### config.mk
export PLATFORM = sky130hd
export DESIGN_NAME = dac_spi_tx_flat
export DESIGN_NICKNAME = d
export VERILOG_FILES = /design/src/rtl/dac_spi_tx_if.sv /design/src/rtl/dac_spi_tx.sv /design/src/flat_wrapper.sv
export SDC_FILE = /design/constraint.sdc
export NUM_CORES = 1
export LEC_CHECK = 0
export BUFFER_PORTS_ARGS = -buffer_cell sky130_fd_sc_hd__buf_2
export CAP_MARGIN = 0
export CELL_PAD_IN_SITES_DETAIL_PLACEMENT = 1
export CELL_PAD_IN_SITES_GLOBAL_PLACEMENT = 2
export CORE_MARGIN = 1.5
export CORE_UTILIZATION = 38
export CTS_CLUSTER_DIAMETER = 150
export DETAILED_ROUTE_END_ITERATION = 7
export PLACE_DENSITY_LB_ADDON = 0.1
export SYNTH_ARGS = -nofsm -noshare
export SYNTH_HDL_FRONTEND = slang
export SYNTH_SLANG_ARGS = --single-unit
### constraint.sdc
create_clock -name sysclk -period 4.3 [get_ports sysclk]
set_clock_uncertainty 0.1 [all_clocks]
set_input_delay 0.43 -clock sysclk [delete_from_list [all_inputs] [get_ports sysclk]]
set_output_delay 0.43 -clock sysclk [all_outputs]
set_load 0.03 [all_outputs]
### src/rtl/dac_spi_tx_if.sv
// Sample/handshake side and DAC pin side of the MCP4911 serial driver.
interface dac_spi_tx_if;
  logic [9:0] data_in;
  logic       load;
  logic       busy;
  logic       done;
  logic       dac_cs_n;
  logic       dac_sck;
  logic       dac_sdi;
  logic       dac_ldac_n;

  modport master (
    output data_in, load,
    input  busy, done, dac_cs_n, dac_sck, dac_sdi, dac_ldac_n
  );

  modport slave (
    input  data_in, load,
    output busy, done, dac_cs_n, dac_sck, dac_sdi, dac_ldac_n
  );
endinterface

### src/rtl/dac_spi_tx.sv
// MCP4911 SPI write-frame driver (mode 0,0) with LDAC strobe per sample.
// Optional feature: define DAC_PEND_EN for a one-entry latest-wins pending sample.
module dac_spi_tx #(
  parameter int         CLK_DIV = 25,
  parameter logic [3:0] CTRL    = 4'b0011
) (
  input  logic          sysclk,
  input  logic          reset,
  dac_spi_tx_if.slave   bus
);

  typedef enum logic [1:0] {IDLE, SHIFT, CSHI, LDAC} state_t;

  state_t      state, state_nxt;
  logic [7:0]  hcnt, hcnt_nxt;
  logic [4:0]  bcnt, bcnt_nxt;
  logic [15:0] shreg, shreg_nxt;
  logic        cs_n, cs_n_nxt;
  logic        sck, sck_nxt;
  logic        sdi, sdi_nxt;
  logic        ldac_n, ldac_n_nxt;
  logic        busy, busy_nxt;
  logic        done, done_nxt;

  logic        hp_end;
  logic        last_half;
  logic        frame_end;
  logic        pend_take;
  logic [15:0] new_word;
  logic [15:0] take_word;

  assign hp_end    = (hcnt == 8'(CLK_DIV - 1));
  assign last_half = (bcnt == 5'd31);
  assign frame_end = (state == LDAC) && hp_end;
  assign new_word  = {CTRL, bus.data_in, 2'b00};

`ifdef DAC_PEND_EN
  logic       pend_vld, pend_vld_nxt;
  logic [9:0] pend_data, pend_data_nxt;

  // A load on the frame-ending edge is newer than anything held, so it wins.
  assign pend_take = pend_vld | bus.load;
  assign take_word = {CTRL, (bus.load ? bus.data_in : pend_data), 2'b00};

  always_comb begin
    pend_vld_nxt  = pend_vld;
    pend_data_nxt = pend_data;
    if (frame_end && pend_take) begin
      pend_vld_nxt = 1'b0;
    end else if (busy && bus.load) begin
      pend_vld_nxt  = 1'b1;
      pend_data_nxt = bus.data_in;
    end
  end

  always_ff @(posedge sysclk) begin
    if (reset) begin
      pend_vld  <= 1'b0;
      pend_data <= '0;
    end else begin
      pend_vld  <= pend_vld_nxt;
      pend_data <= pend_data_nxt;
    end
  end
`else
  assign pend_take = 1'b0;
  assign take_word = new_word;
`endif

  // State and registered outputs
  always_ff @(posedge sysclk) begin
    if (reset) begin
      state  <= IDLE;
      hcnt   <= '0;
      bcnt   <= '0;
      shreg  <= '0;
      cs_n   <= 1'b1;
      sck    <= 1'b0;
      sdi    <= 1'b0;
      ldac_n <= 1'b1;
      busy   <= 1'b0;
      done   <= 1'b0;
    end else begin
      state  <= state_nxt;
      hcnt   <= hcnt_nxt;
      bcnt   <= bcnt_nxt;
      shreg  <= shreg_nxt;
      cs_n   <= cs_n_nxt;
      sck    <= sck_nxt;
      sdi    <= sdi_nxt;
      ldac_n <= ldac_n_nxt;
      busy   <= busy_nxt;
      done   <= done_nxt;
    end
  end

  always_comb begin
    state_nxt = state;
    case (state)
      IDLE:    if (bus.load) state_nxt = SHIFT;
      SHIFT:   if (hp_end && last_half) state_nxt = CSHI;
      CSHI:    if (hp_end) state_nxt = LDAC;
      LDAC:    if (hp_end) state_nxt = pend_take ? SHIFT : IDLE;
      default: state_nxt = IDLE;
    endcase
  end

  // Next values of the datapath and output registers
  always_comb begin
    hcnt_nxt   = hcnt;
    bcnt_nxt   = bcnt;
    shreg_nxt  = shreg;
    cs_n_nxt   = cs_n;
    sck_nxt    = sck;
    sdi_nxt    = sdi;
    ldac_n_nxt = ldac_n;
    busy_nxt   = busy;
    done_nxt   = 1'b0;
    case (state)
      IDLE: begin
        if (bus.load) begin
          shreg_nxt = new_word;
          sdi_nxt   = new_word[15];
          cs_n_nxt  = 1'b0;
          busy_nxt  = 1'b1;
          hcnt_nxt  = '0;
          bcnt_nxt  = '0;
        end
      end
      SHIFT: begin
        hcnt_nxt = hp_end ? 8'd0 : hcnt + 8'd1;
        if (hp_end) begin
          bcnt_nxt = bcnt + 5'd1;
          if (last_half) begin
            sck_nxt  = 1'b0;
            sdi_nxt  = 1'b0;
            cs_n_nxt = 1'b1;
          end else begin
            sck_nxt = ~sck;
            // Falling SCK: present the next bit for the DAC's rising-edge sample
            if (sck) begin
              shreg_nxt = {shreg[14:0], 1'b0};
              sdi_nxt   = shreg[14];
            end
          end
        end
      end
      CSHI: begin
        hcnt_nxt = hp_end ? 8'd0 : hcnt + 8'd1;
        if (hp_end) ldac_n_nxt = 1'b0;
      end
      LDAC: begin
        hcnt_nxt = hp_end ? 8'd0 : hcnt + 8'd1;
        if (hp_end) begin
          ldac_n_nxt = 1'b1;
          done_nxt   = 1'b1;
          if (pend_take) begin
            shreg_nxt = take_word;
            sdi_nxt   = take_word[15];
            cs_n_nxt  = 1'b0;
            bcnt_nxt  = '0;
            busy_nxt  = 1'b1;
          end else begin
            busy_nxt = 1'b0;
          end
        end
      end
      default: begin
        busy_nxt = 1'b0;
      end
    endcase
  end

  assign bus.dac_cs_n   = cs_n;
  assign bus.dac_sck    = sck;
  assign bus.dac_sdi    = sdi;
  assign bus.dac_ldac_n = ldac_n;
  assign bus.busy       = busy;
  assign bus.done       = done;

endmodule
### src/flat_wrapper.sv
// flat-port wrapper written by rule: the top's interface ports become plain ports
module dac_spi_tx_flat 
#(
  parameter int         CLK_DIV = 25,
  parameter logic [3:0] CTRL    = 4'b0011
)
  (sysclk, reset, bus_data_in, bus_load, bus_busy, bus_done, bus_dac_cs_n, bus_dac_sck, bus_dac_sdi, bus_dac_ldac_n);
  dac_spi_tx_if bus_i ();
  input  logic sysclk;
  input  logic reset;
  input wire logic [$bits(bus_i.data_in)-1:0] bus_data_in;
  input wire logic [$bits(bus_i.load)-1:0] bus_load;
  output wire logic [$bits(bus_i.busy)-1:0] bus_busy;
  output wire logic [$bits(bus_i.done)-1:0] bus_done;
  output wire logic [$bits(bus_i.dac_cs_n)-1:0] bus_dac_cs_n;
  output wire logic [$bits(bus_i.dac_sck)-1:0] bus_dac_sck;
  output wire logic [$bits(bus_i.dac_sdi)-1:0] bus_dac_sdi;
  output wire logic [$bits(bus_i.dac_ldac_n)-1:0] bus_dac_ldac_n;
  assign bus_i.data_in = bus_data_in;
  assign bus_i.load = bus_load;
  assign bus_busy = bus_i.busy;
  assign bus_done = bus_i.done;
  assign bus_dac_cs_n = bus_i.dac_cs_n;
  assign bus_dac_sck = bus_i.dac_sck;
  assign bus_dac_sdi = bus_i.dac_sdi;
  assign bus_dac_ldac_n = bus_i.dac_ldac_n;
  dac_spi_tx #(.CLK_DIV(CLK_DIV), .CTRL(CTRL)) u_core (.sysclk(sysclk), .reset(reset), .bus(bus_i));
endmodule
---- After elaboration in Yosys (flattened, before gate mapping) ----
Index checks and enable logic that the tools add are counted.
word-level totals
  register bits after elaboration ......... 36
  bits in latches ......................... 0
  memory bits (writable) .................. 0
  bits in read-only memories .............. 0
  input bits .............................. 13
  output and inout bits ................... 6
  word-level logic and storage cells ...... 74
  memories ................................ 0
cells by class
  $add $sub $neg .......................... 2
  multiply operators ...................... 0
  div/mod/pow operators ................... 0
  magnitude comparators ................... 0
  eq/ne operators ......................... 14
  shift-type cells ........................ 0
  mux-type cells .......................... 31
  bitwise operators ....................... 2
  reduce and logical (&&, ||, !) cells .... 15
operators with widths
  operator               number
  $mux W15               4
  $pmux W15 S2           1
  $mux W8                2
  $pmux W8 S2            1
  $ne A2 B1 Y1 const B   6
  $reduce_and A4 Y1      3
  $mux W1                11
  $mux W5                2
  $pmux W5 S2            1
  $reduce_and A3 Y1      3
  $add A8 B1 Y8 const B  1
  $eq A8 B5 Y1 const B   1
  $mux W2                4
  $pmux W1 S2            4
  $pmux W2 S4            1
  $reduce_bool A2 Y1     3
  $add A5 B1 Y5 const B  1
  $eq A5 B5 Y1 const B   1
  $reduce_and A5 Y1      1
  $eq A2 B2 Y1 const B   2
  $ne A2 B2 Y1 const B   2
  $ne A3 B1 Y1 const B   1
  $reduce_or A3 Y1       1
  $eq A2 B1 Y1 const B   1
  5 further kinds        6

---- Depth between registers and ports, before layout ----
Gate-level depths: netlist of run 1.
  depth in word-level cells ............... 4
  depth in mapped cells ................... 8

---- Worst setup path before layout of run 1 ----
Ideal clock, no wire load.
  path type ............................... flip-flop to flip-flop
  start ................................... reg u_core.bcnt[0]
  end ..................................... reg u_core.shreg[4]
  library setup time ...................... 0.074 ns
  arrival time ............................ 1.849 ns
  data required time ...................... 4.126 ns
  path slack .............................. 2.276 ns
  stages on the path, launching flop included .. 9
  buffers on the path ..................... 1
  cell sequence ........................... dfxtp_1 ha_1 and3_1 ha_1 and2b_1 a31oi_4 buf_6 or4_1 o21ai_0
on the way
  word-level cells in the longest chain between the ends .. 3
ends and longest elaborated chain
  item                         line              text
  from (decl)                  dac_spi_tx.sv:16  logic [4:0] bcnt, bcnt_nxt;
  from (signal assigned)       dac_spi_tx.sv:86  bcnt <= bcnt_nxt;
  $eq A5 B5 Y1                 dac_spi_tx.sv:33  assign last_half = (bcnt == 5'd31);
  $ne A2 B2 Y1 (no line)       --
  $reduce_and A5 Y1 (no line)  --
  to (signal assigned)         dac_spi_tx.sv:87  shreg <= shreg_nxt;
  to (decl)                    dac_spi_tx.sv:17  logic [15:0] shreg, shreg_nxt;
Every way passes these cells.
A chain may end at the register's enable or synchronous reset.

---- Worst setup path after layout of run 1 ----
  start ................................... reg u_core.state[1]
  end ..................................... reg u_core.shreg[12]
on the way
  word-level cells in the longest chain between the ends .. 3
ends and longest elaborated chain
  item                                              line               text
  from (decl)                                       dac_spi_tx.sv:14   state_t state, state_nxt;
  from (signal assigned)                            dac_spi_tx.sv:84   state <= state_nxt;
  $eq A2 B1 Y1 or $logic_not A2 Y1 (tied branches)  dac_spi_tx.sv:119  case (state)
  $ne A2 B1 Y1 (no line) (tied with other cells)    --
  $reduce_and A5 Y1 (no line)                       --
Parallel ways exist; a longest one is shown, timed or not.

==> results.toml, run 1 <==
[power_and_ir_drop]
ir_drop_uv = 329
pwr-share-comb = 0.395
p_leak_nw = 0.779
pwr-share-seq = 0.357
netSwitchingFraction = 0.389
p_int_mw = 0.700
clockPowerShare = 0.248
fin_total_pwr_mw = 1.15
power.switching_mw = 0.446
power_density_mw_per_mm2 = 569

[worst_setup_path]
setup.worst_path.end_class = "flop"
cp_max_fo = 20
arrival_ns = 3.18
critical_path_required_ns = 4.44
path_class = "reg2reg"
start_kind = "flop"

[placement]
gp_congestion = 0.782
hpwl_mm = 3.41
place_inst = 263
port_buffers = 18
place_ws_ns = 1.29
post_dp_cell_area_mm2 = 0.00190

[routing]
postRouteAntennaNets = 0
viasPerCell = 5.82
drtIter0Drc = 54
drt_pass1_iterations = 4
dr_total_vias = 1578
drt-wirelength-per-cell_um = 17.5
drc_errors = 0
wl_mm = 4.75

[die]
core.rowCount = 24
dieArea_mm2 = 0.00520
initial_core_util = 0.406
die_x_um = 72.1
die_h_um = 72.1
core_mm2 = 0.00447
design.portCount = 19

[global_routing]
track_usage = 0.205
antenna_found_initial = 0
grt_pass1_wl_mm = 8.16
grt_pass1_vias = 1709
grt_overflow = 0
grt_max_degree = 24

[cts]
post_cts_resize_count = 0
cts_buffer_depth = 2
cts-hold-fix-buffers = 0
cts-root-buf = "clkbuf_8"
path_clk_slew_ns = 0.07
cts_buffers = 5
cts_tree = "built"
insertion_delay_ns = 0.29
htreeDepth = 2
clock-sinks = 34
post_cts_buffers = 0

[finish]
drive_gt1_frac = 0.155
post-route-util = 0.450
multi_input_area_mm2 = 0.00104
diodes = 0
stdcell_count = 271
seq_area_um2 = 681
syn_to_final_growth_pct = 11.0
fin_area_mm2 = 0.00201
final_nets = 240
final_cell_mix = "dfxtp_1 (34), nand2_1 (19), buf_2 (18)"
nFillCells = 535
final_common_cell = "dfxtp_1"

[sta]
max_freq_mhz = 329
layout_setup_ws_ns = 1.26
hold_violations = 0
worst_slew_pin_slew_ns = 1.15
fin_crit_ns = 3.04
setup_violations = 0
final.period_utilization = 0.706
rsz0062_at_grt = "false"
drv_slew = 0
maxSlewHeadroom = 0.208
setup_tns_ns = 0
whs_ns = 0.315

[synth]
yosys_most_used_dff = "dfxtp_1"
ys_types = 46
yosysWarnings = 0
yosys-top-cells-area = "dfxtp_1 (37%), ha_1 (6.2%), mux2i_1 (6.1%), o21ai_0 (4.4%), or4_1 (4.1%)"
syn_avg_cell_area_um2 = 8.86
syn_nets = 227
syn-cell-area_mm2 = 0.00182
synth_top_area_frac = 0.375
synth-edff-count = 0
synthArstFlopShare = 0
yosys.area.top_type = "dfxtp_1"
synth-seq-cells = 34
synth.yosys.seq_area_share = 0.375
syn_inst = 205

[status]
status = "completed"

[min_path]
hold_class = "in2reg"

[flow_run]
cap_viol_max_count = 0
## path summary, 6_finish.rpt
check                                from                       endpoint  slack (ns)  cells after the start
max          u_core.state[1]$_SDFFE_PP0P_  u_core.shreg[12]$_SDFFE_PP0P_        1.26                      5
min                        bus_data_in[0]   u_core.shreg[2]$_SDFFE_PP0P_        0.31                      3
max reg2reg  u_core.state[1]$_SDFFE_PP0P_  u_core.shreg[12]$_SDFFE_PP0P_        1.26                      5
min reg2reg  u_core.shreg[9]$_SDFFE_PP0P_   u_core.shreg[9]$_SDFFE_PP0P_        0.36                      2
## cell usage after synthesis (2+ instances only)
cell and count:
a21oi_1 10, inv_1 6, o221a_2 2, nor2_1 14, buf_2 2, a211oi_1 2
xnor2_1 5, buf_6 2, and3_1 6, or4_1 10, nor3_1 3, nand3b_1 2
dfxtp_1 34, and4_1 2, o21ai_0 16, nand4_1 4, mux2i_1 11, ha_1 9
clkbuf_1 6, nand3_1 10, nor4_1 4, a22o_1 2, xor2_1 2, nand2_1 19
## layout make-up
class | count | area share
repair buffers | 18 | 0.0447
well taps | 52 | 0.0323
inverters | 7 | 0.0130
multi-input cells | 152 | 0.517
clock buffers | 8 | 0.0547
flip-flops and latches | 34 | 0.338
## logic make-up (layout without fill, tap and decap cells)
logic type / count (synthesis) / after routing / synth area share
flops: 34 / 34 / 0.375
simple gates: 84 / 84 / 0.261
buf+inv: 19 / 33 / 0.0510
mux: 12 / 12 / 0.0669
compound gates: 40 / 40 / 0.151
xor+xnor: 7 / 7 / 0.0338
fa+ha+maj: 9 / 9 / 0.0620
## sequential cells by signal (all words and copies together), names as in the netlist
| register | cells |
|---|---|
| u_core.shreg | 13 |
| u_core.bus.done | 1 |
| u_core.bus.dac_sdi | 1 |
| u_core.bus.busy | 1 |
| u_core.bus.dac_cs_n | 1 |
| u_core.hcnt | 8 |
| u_core.bus.dac_ldac_n | 1 |
| u_core.bus.dac_sck | 1 |
| u_core.state | 2 |
| u_core.bcnt | 5 |
## critical path, cell delays in order, from the launching register on
cell and delay [ns]:
dfxtp_1 0.33, inv_1 0.13, ha_1 0.83, mux2i_1 0.63
nor2_1 0.67, o221a_2 0.29
## metal layers
layer	track usage	part of all wire	routed length (um)	up-vias
li1	-	-	-	778
met1	0.250	0.46	2190	754
met2	0.344	0.47	2230	35
met3	0.0472	0.046	217	11
met4	0.0922	0.024	112	0
met5	0	0	0	-
## power groups by stage
stage / combinational (mW) / clock [mW] / sequential (mW)
2_1_floorplan: 0.356 / 0 / 0.415
3_3_place_gp: 0.431 / 0 / 0.413
3_5_place_dp: 0.453 / 0 / 0.416
4_1_cts: 0.455 / 0.288 / 0.409
5_1_grt: 0.506 / 0.306 / 0.416
6_report: 0.452 / 0.285 / 0.409
No activity file was read; power rests on OpenSTA's default activity.
==> run 2, diff against run 1 <==
- ABC_AREA: default -> 1
- CORE_UTILIZATION: 38 -> 29
- clock period: 4.3 -> 2.6 ns (I/O delays scaled with it)
==> results.toml, run 2 <==
[routing]
drc_errors = 0
postRouteAntennaNets = 0
drt-wirelength-per-cell_um = 12.2
viasPerCell = 4.53
wl_mm = 4.28
drtIter0Drc = 34
dr_total_vias = 1587
drt_pass1_iterations = 4

[worst_setup_path]
r2r_start = "u_core.bcnt[0]$_SDFFE_PP0P_"
start_kind = "flop"
reg2regPathDepth = 10
cp_max_fo = 18
arrival_ns = 2.16
worstSetupStartpoint = "u_core.bcnt[0]$_SDFFE_PP0P_"
setup.worst_path.end_class = "flop"
critPathTopFamily = "simple AND/OR/NAND/NOR gates"
critical_path_required_ns = 2.68
max_stage_delay_ns = 0.42
crit_chain = "ha_1 > inv_1 > nor3_1 > ha_1 > nor2_1 > inv_1 > o21ai_4 > nand2_1 > nand2_1 > nor2_1"
path_buf_inv = 2
slowest_stage = "o21ai_4"
path_class = "reg2reg"
crit_cells = 10

[power_and_ir_drop]
clockPowerShare = 0.203
pwr-share-comb = 0.419
power.switching_mw = 0.777
p_leak_nw = 0.880
power_density_mw_per_mm2 = 943
ir_drop_uv = 317
pwr-share-seq = 0.379
p_int_mw = 1.13
netSwitchingFraction = 0.408

[cts]
cts_buffers = 5
cts_buffer_depth = 2
clock-sinks = 34
insertion_delay_ns = 0.28
cts-hold-fix-buffers = 0
post_cts_resize_count = 0
cts-root-buf = "clkbuf_8"
post_cts_buffers = 0
htreeDepth = 2
path_clk_slew_ns = 0.06
cts_tree = "built"

[finish]
largest_reg_flops = 13
final_cell_mix = "nand2_1 (69), nor2_1 (50), dfxtp_1 (34)"
drive_gt1_frac = 0.127
stdcell_count = 350
final_common_cell = "nand2_1"
syn_to_final_growth_pct = 14.6
nFillCells = 769
top_regs = "u_core.shreg x13, u_core.hcnt x8, u_core.bcnt x5"
final_nets = 298
diodes = 0
largest-register = "u_core.shreg"

[global_routing]
grt_pass1_wl_mm = 7.36
antenna_found_initial = 0
grt_pass1_vias = 1532
grt_max_degree = 19
grt_overflow = 0
track_usage = 0.148

[placement]
place_inst = 344
port_buffers = 18
gp_congestion = 0.715
hpwl_mm = 3.25

[die]
core_mm2 = 0.00589
die_x_um = 80.9
design.portCount = 19
die_h_um = 80.9
core.rowCount = 28
dieArea_mm2 = 0.00655
initial_core_util = 0.299

[sta]
hold_violations = 0
maxSlewHeadroom = 0.690
drv_slew = 0
whs_ns = 0.165
max_freq_mhz = 480
setup_tns_ns = 0
fin_crit_ns = 2.08
rsz0062_at_grt = "false"
final.period_utilization = 0.800
worst_slew_pin_slew_ns = 0.463
setup_violations = 0

[synth]
syn_inst = 253
synth_common_cells = "nand2_1 (69), nor2_1 (50), dfxtp_1 (34), inv_1 (23), nand3_1 (15)"
synth_top_area_frac = 0.386
synth.yosys.seq_area_share = 0.386
synth-edff-count = 0
post-synth-top-count-cell = "nand2_1"
syn_nets = 275
yosysWarnings = 0
yosys.area.top_type = "dfxtp_1"
synthArstFlopShare = 0
syn-cell-area_mm2 = 0.00176
synth-seq-cells = 34
yosys-top-cells-area = "dfxtp_1 (39%), nand2_1 (15%), nor2_1 (11%), ha_1 (6.4%), mux2i_1 (5.1%)"
yosys_most_used_dff = "dfxtp_1"
syn_avg_cell_area_um2 = 6.96
ys_types = 28

[flow_run]
cap_viol_max_count = 0

[min_path]
min_from = "bus_data_in[0]"
holdPathStages = 3
hold_class = "in2reg"

[status]
status = "completed"
## run 2: changes by cell type after synthesis, moves of 4 or more
cell	previous run	this run
nor2_1	14	50
inv_1	6	23
nand3_1	10	15
o21ai_0	16	6
nand2_1	19	69
clkbuf_1	6	2
xnor2_1	5	0
and3_1	6	0
or4_1	10	0
nor4_1	4	0
## run 2: layer usage
| layer | vias to the layer above | part of all wire | track usage |
|---|---|---|---|
| li1 | 841 | - | - |
| met1 | 722 | 0.56 | 0.211 |
| met2 | 19 | 0.39 | 0.212 |
| met5 | - | 0 | 0 |
| met3 | 5 | 0.033 | 0.0393 |
| met4 | 0 | 0.015 | 0.0517 |
## run 2: worst register-to-register path, delay by kind of cell, from the launching register on
kind,cells,cell delay [ns]
flops,1,0.34
fa+ha+maj,2,0.45
compound gates,1,0.42
simple gates,5,0.50
buf+inv,2,0.18
## run 2: path summary, 6_finish.rpt
path,to,slack (ns)
setup / recovery,u_core.shreg[3]$_SDFFE_PP0P_,0.52
hold reg to reg,u_core.bus.busy$_SDFFE_PP0P_,0.35
hold / removal,u_core.shreg[2]$_SDFFE_PP0P_,0.16
setup reg to reg,u_core.shreg[3]$_SDFFE_PP0P_,0.52
## run 2: area by class of cell
type	count	area [um2]	area share
Multi-Input combinational cell	187	946	0.468
Sequential cell	34	681	0.337
Timing Repair Buffer	21	113	0.0558
Inverter	27	104	0.0514
Tap cell	75	93.8	0.0465
Clock buffer	6	82.6	0.0409
## run 2: logic make-up after synthesis
family	after synthesis	synth area share
simple gates	145	0.336
xor+xnor	1	0.00497
fa+ha+maj	9	0.0639
buf+inv	32	0.0767
compound gates	23	0.0810
mux	9	0.0511
flops	34	0.386
## run 2: power groups by stage
stage	combinational [mW]	clock (mW)	sequential, mW
2_1_floorplan	0.599	0	0.755
3_3_place_gp	0.813	0	0.734
3_5_place_dp	0.811	0	0.735
4_1_cts	0.814	0.409	0.724
5_1_grt	0.921	0.434	0.737
6_report	0.798	0.386	0.721
## run 2: through the flow
stage | cell area (um2) | setup slack (ns) | util | power [mW]
floorplan | 1760 | 0.809 | - | 1.35
global placement | 1940 | 0.520 | 0.329 | 1.55
detailed placement | 1940 | 0.531 | 0.329 | 1.55
CTS | 2020 | 0.512 | 0.343 | 1.95
global route | 2020 | 0.252 | 0.343 | 2.09
finish | 2020 | 0.519 | 0.343 | 1.91
